### src/rtl/four_bit_serial_subtractor_if.sv
// Request/result bundle for the bit-serial subtractor: operands and start
// flow from the requester, result and status flow back.
interface four_bit_serial_subtractor_if #(
  parameter int WIDTH = 4
);
  logic [WIDTH-1:0] a;
  logic [WIDTH-1:0] b;
  logic             bin;
  logic             start;
  logic [WIDTH-1:0] diff;
  logic             bout;
  logic             busy;
  logic             done;

  modport master (
    output a, b, bin, start,
    input  diff, bout, busy, done
  );

  modport slave (
    input  a, b, bin, start,
    output diff, bout, busy, done
  );
endinterface

### src/rtl/four_bit_serial_subtractor.sv
// Bit-serial subtractor: computes a - b - bin one bit per clock, LSB first,
// and publishes {bout, diff} together with a one-cycle done pulse.
module four_bit_serial_subtractor #(
  parameter int WIDTH = 4
) (
  input  logic                         clk,
  input  logic                         rst,
  four_bit_serial_subtractor_if.slave  bus
);

  localparam int CW = $clog2(WIDTH) + 1;
  localparam logic [CW-1:0] LAST = CW'(WIDTH - 1);
  localparam logic [CW-1:0] ONE  = CW'(1);

  typedef enum logic [1:0] {
    IDLE = 2'd0,
    RUN  = 2'd1,
    DONE = 2'd2
  } state_t;

  state_t           state_q, state_d;
  logic [CW-1:0]    cnt_q, cnt_d;
  logic [WIDTH-1:0] a_q, a_d;
  logic [WIDTH-1:0] b_q, b_d;
  logic             br_q, br_d;
  logic [WIDTH-1:0] acc_q, acc_d;
  logic [WIDTH-1:0] diff_q, diff_d;
  logic             bout_q, bout_d;

  logic d_bit;
  logic br_nx;

  // One full-subtractor cell, fed from the LSB of the operand shifters.
  assign d_bit = a_q[0] ^ b_q[0] ^ br_q;
  assign br_nx = (~a_q[0] & b_q[0]) | (~(a_q[0] ^ b_q[0]) & br_q);

  always_ff @(posedge clk) begin
    if (rst) begin
      state_q <= IDLE;
      cnt_q   <= '0;
      a_q     <= '0;
      b_q     <= '0;
      br_q    <= 1'b0;
      acc_q   <= '0;
      diff_q  <= '0;
      bout_q  <= 1'b0;
    end else begin
      state_q <= state_d;
      cnt_q   <= cnt_d;
      a_q     <= a_d;
      b_q     <= b_d;
      br_q    <= br_d;
      acc_q   <= acc_d;
      diff_q  <= diff_d;
      bout_q  <= bout_d;
    end
  end

  always_comb begin
    state_d = state_q;
    cnt_d   = cnt_q;
    a_d     = a_q;
    b_d     = b_q;
    br_d    = br_q;
    acc_d   = acc_q;
    diff_d  = diff_q;
    bout_d  = bout_q;

    unique case (state_q)
      IDLE: begin
        if (bus.start) begin
          a_d     = bus.a;
          b_d     = bus.b;
          br_d    = bus.bin;
          cnt_d   = '0;
          acc_d   = '0;
          state_d = RUN;
        end
      end
      RUN: begin
        // Result bits enter at the MSB so the word is aligned after WIDTH shifts.
        a_d   = {1'b0, a_q[WIDTH-1:1]};
        b_d   = {1'b0, b_q[WIDTH-1:1]};
        br_d  = br_nx;
        acc_d = {d_bit, acc_q[WIDTH-1:1]};
        cnt_d = cnt_q + ONE;
        if (cnt_q == LAST) begin
          diff_d  = {d_bit, acc_q[WIDTH-1:1]};
          bout_d  = br_nx;
          state_d = DONE;
        end
      end
      DONE: begin
        state_d = IDLE;
      end
      default: begin
        state_d = IDLE;
      end
    endcase
  end

  assign bus.diff = diff_q;
  assign bus.bout = bout_q;
  assign bus.busy = (state_q != IDLE);
  assign bus.done = (state_q == DONE);

endmodule

### src/flat_wrapper.sv
// flat-port wrapper written by rule: the top's interface ports become plain ports
module four_bit_serial_subtractor_flat 
#(
  parameter int WIDTH = 4
)
  (clk, rst, bus_a, bus_b, bus_bin, bus_start, bus_diff, bus_bout, bus_busy, bus_done);
  four_bit_serial_subtractor_if #(.WIDTH(WIDTH)) bus_i ();
  input  logic clk;
  input  logic rst;
  input wire logic [$bits(bus_i.a)-1:0] bus_a;
  input wire logic [$bits(bus_i.b)-1:0] bus_b;
  input wire logic [$bits(bus_i.bin)-1:0] bus_bin;
  input wire logic [$bits(bus_i.start)-1:0] bus_start;
  output wire logic [$bits(bus_i.diff)-1:0] bus_diff;
  output wire logic [$bits(bus_i.bout)-1:0] bus_bout;
  output wire logic [$bits(bus_i.busy)-1:0] bus_busy;
  output wire logic [$bits(bus_i.done)-1:0] bus_done;
  assign bus_i.a = bus_a;
  assign bus_i.b = bus_b;
  assign bus_i.bin = bus_bin;
  assign bus_i.start = bus_start;
  assign bus_diff = bus_i.diff;
  assign bus_bout = bus_i.bout;
  assign bus_busy = bus_i.busy;
  assign bus_done = bus_i.done;
  four_bit_serial_subtractor #(.WIDTH(WIDTH)) u_core (.clk(clk), .rst(rst), .bus(bus_i));
endmodule
### config.mk
export PLATFORM = sky130hd
export DESIGN_NAME = four_bit_serial_subtractor_flat
export DESIGN_NICKNAME = d
export VERILOG_FILES = /design/src/rtl/four_bit_serial_subtractor_if.sv /design/src/rtl/four_bit_serial_subtractor.sv /design/src/flat_wrapper.sv
export SDC_FILE = /design/constraint.sdc
export NUM_CORES = 1
export LEC_CHECK = 0
export ABC_AREA = 1
export CAP_MARGIN = 25
export CORE_UTILIZATION = 25
export CTS_CLUSTER_DIAMETER = 40
export CTS_CLUSTER_SIZE = 10
export DETAILED_ROUTE_END_ITERATION = 10
export GPL_TIMING_DRIVEN = 0
export SLEW_MARGIN = 15
export SYNTH_ARGS = -nofsm -noshare
export SYNTH_HDL_FRONTEND = slang
export SYNTH_SLANG_ARGS = --single-unit
### constraint.sdc
create_clock -name clk -period 1.44 [get_ports clk]
set_clock_uncertainty 0.05 [all_clocks]
set_input_delay 0.36 -clock clk [delete_from_list [all_inputs] [get_ports clk]]
set_output_delay 0.36 -clock clk [all_outputs]
set_load 0.005 [all_outputs]
==> run metrics <==
cell area after placement=between 1000 and 1500 um2; Slew HR=0.8362; die area=4364 um2; peak per-stage delay on the critical path=0.35 ns; Iter 0 DRT Violations=64; detailed-route wire length=roughly 2.3 mm; area of the core=3799 um2; Worst Path Max Fanout=4; transition time at the pin with the least slew margin=0.2449 ns; FF+latch count, synth=22; fill cell count=~410; fin crit period=1.363 ns; Total Negative Setup Slacks=0 ns; vias in the first global route=around 880; die outline width=66.06 um; setup slack after placement=-0.2281 ns; Post-Layout Inst Area=around 1400 um2; RSZ-0062 raised after global routing=false; kind of start point of the critical path=flop; number of antenna diodes=0; later-pin clock latency in the skew report=between 0.2 and 0.3 ns; antenna violations before repair=0; detailed placer's ending HPWL=approximately 1.5 mm; Pre-antenna DRT Iters=4; cts bufs inserted=3; post-route DRC violation count=0; most area-hungry cell type in the Yosys netlist=sky130_fd_sc_hd__dfxtp_1; critical path type=reg -> out; DRT antenna net count=0; crit path capture type=primary output; CP Data Required Time=between 1 and 1.5 ns; io pins=19; total grt overflow=0; Unique masters post-synth=19; clock edge transition at the registers on the reported setup and hold paths=approximately 0.08 ns; Highest Clock Rate=about 0.73 GHz; final core area utilization=0.3686; share of layout cells above drive strength 1=0.2035; mean instance size in the synthesized netlist=between 7 and 8 um2; final layout net count=roughly 190; routability cong.=around 0.76; Yosys warnings=0; Tot GR Track Use=0.1164; proportion of synthesized chip area in sequential cells=0.4293; count of standard-cell rows=22; die extent in y=about 66 um; Maximum Capacitance Violations=0; count of endpoints failing hold in the final timing report=0; slowest library cell on the worst path=sky130_fd_sc_hd__dfxtp_4; Hold Crit Class=in -> reg; CTS Root Cell=sky130_fd_sc_hd__clkbuf_8; run status=complete, no violations; largest net degree at the start of global routing=13; final routed wire length divided by cell count=10.57 um; Setup violations, final=0; crit path DAT=0.95 ns; number of vias in the routed layout=approximately 930; ordered list of cells on the worst path=buf_8 -> nor2_4 -> inv_1 -> clkbuf_2; maximum vdd drop=roughly 0.74 mV; clk sinks=22; maximum clock path buffer count=2; overall power=roughly 1300 uW; post-route fraction of the period consumed by the critical path=0.9468; final count of pins violating max slew=0; share of the synthesized area in the top cell type=0.4293; power density over the cells=just over 900 nW/um2; first-pass GRT wire length=3.843 mm; Area contributors post-synth=sky130_fd_sc_hd__dfxtp_1, sky130_fd_sc_hd__nand2_1, sky130_fd_sc_hd__nor2_1; H-tree levels=1; post-synthesis instance area=around 1000 um2; Leak Pwr=about 0.00067 uW; synthesized netlist net count=approximately 160; post-route setup slack=0.07657 ns; area added between synthesis and finish=36.46%; Syn Inst Count=between 100 and 150; count of hold-fix buffers inserted at cts=0; initial cell density of the core=0.2701; buffers added on ports=17; clock tree from TritonCTS=yes; number of vias per cell=4.209
routing by layer:
layer,GRT usage,vias to the layer above,wire length [um]
met5,0,-,0
li1,-,501,-
met1,0.1487,403,1159
met2,0.1811,20,1019
met3,0.04310,2,135
met4,0.03457,0,10
layout make-up:
cell class	instances	area [um2]	area share
Multi-Input combinational cell	103	513.0	0.3664
Inverter	11	46.29	0.03307
Buffer	5	47.55	0.03396
Sequential cell	22	449.2	0.3208
Tap cell	48	60.06	0.04290
Timing Repair Buffer	27	229.0	0.1635
Clock buffer	4	55.05	0.03932
flip-flops by register name, indices dropped and copies added, names as in the netlist:
register and count:
u_core.cnt_q 3, u_core.acc_q 3, u_core.b_q 4, u_core.br_q 1, u_core.bus.bout 1, u_core.bus.diff 4, u_core.a_q 4, u_core.state_q 2
metrics by stage:
| step | hold slack [ns] | std cells |
|---|---|---|
| finish | 0.3476 | 220 |
| global route | 0.3485 | 220 |
| floorplan | 0.3890 | 141 |
| global placement | 0.3999 | 206 |
| CTS | 0.3392 | 215 |
| detailed placement | 0.4021 | 206 |
synthesized netlist by cell type, drive strengths merged:
| cell type | instances |
|---|---|
| ha | 2 |
| o21ai | 6 |
| inv | 11 |
| nand3 | 10 |
| buf | 5 |
| nor2 | 31 |
| a21oi | 7 |
| fa | 1 |
| and3 | 1 |
| dfxtp | 22 |
| nand3b | 4 |
| nand2 | 41 |
cells by family (layout without fill, tap and decap cells):
group / after synthesis / count (layout) / share of synthesized area
buf+inv: 16 / 47 / 0.08536
fa+ha+maj: 3 / 3 / 0.04390
flops: 22 / 22 / 0.4293
compound gates: 13 / 13 / 0.07439
simple gates: 87 / 87 / 0.3671
power by group:
| group | switching (uW) | internal [uW] |
|---|---|---|
| registers | 15.9 | 635 |
| clock network | 197 | 244 |
| logic | 109 | 106 |
| total | 323 | 985 |
what timing repair did:
action,CTS,global route
setup endpoints to repair,7,7
pin swaps,1,2
endpoints found under the hold margin,0,0
buffers inserted,5,5
resized for setup,19,4
cells in the final DEF, fill, tap and decap left out:
| cell type | instances |
|---|---|
| sky130_fd_sc_hd__buf_8 | 1 |
| sky130_fd_sc_hd__nor2_1 | 26 |
| sky130_fd_sc_hd__nand3_1 | 10 |
| sky130_fd_sc_hd__fa_1 | 1 |
| sky130_fd_sc_hd__buf_2 | 3 |
| sky130_fd_sc_hd__inv_2 | 1 |
| sky130_fd_sc_hd__nor2_4 | 3 |
| sky130_fd_sc_hd__clkbuf_8 | 4 |
| sky130_fd_sc_hd__dfxtp_2 | 1 |
| sky130_fd_sc_hd__o21ai_0 | 4 |
| sky130_fd_sc_hd__dlygate4sd2_1 | 5 |
| sky130_fd_sc_hd__nor2_2 | 2 |
| sky130_fd_sc_hd__a21oi_1 | 7 |
| sky130_fd_sc_hd__o21ai_4 | 1 |
| sky130_fd_sc_hd__ha_1 | 2 |
| sky130_fd_sc_hd__and3_1 | 1 |
| sky130_fd_sc_hd__dfxtp_4 | 2 |
| sky130_fd_sc_hd__o21ai_1 | 1 |
| sky130_fd_sc_hd__nand2_1 | 38 |
| sky130_fd_sc_hd__buf_6 | 2 |
| sky130_fd_sc_hd__inv_1 | 9 |
| sky130_fd_sc_hd__dfxtp_1 | 19 |
| sky130_fd_sc_hd__inv_6 | 1 |
| sky130_fd_sc_hd__buf_4 | 10 |
| sky130_fd_sc_hd__nand3b_1 | 4 |
| sky130_fd_sc_hd__clkdlybuf4s50_1 | 10 |
| sky130_fd_sc_hd__clkbuf_2 | 1 |
| sky130_fd_sc_hd__nand2_2 | 3 |
final timing paths:
check / slack (ns) / startpoint / to / cells past startpoint
worst max-delay path: 0.08 / u_core.state_q[0] / bus_busy / 4
worst min-delay path: 0.35 / rst / u_core.b_q[3] / 2
worst max register to register: 0.10 / u_core.cnt_q[0] / u_core.bus.diff[3] / 7
worst min register to register: 0.41 / u_core.cnt_q[2] / u_core.cnt_q[2] / 2
critical path: cells and delay by family, from the launching register on:
family / cells / cell delay, ns
buffers and inverters: 3 / 0.26
DFF: 1 / 0.35
and+or+nand+nor: 1 / 0.08
Power figures use the tool's default switching activity.
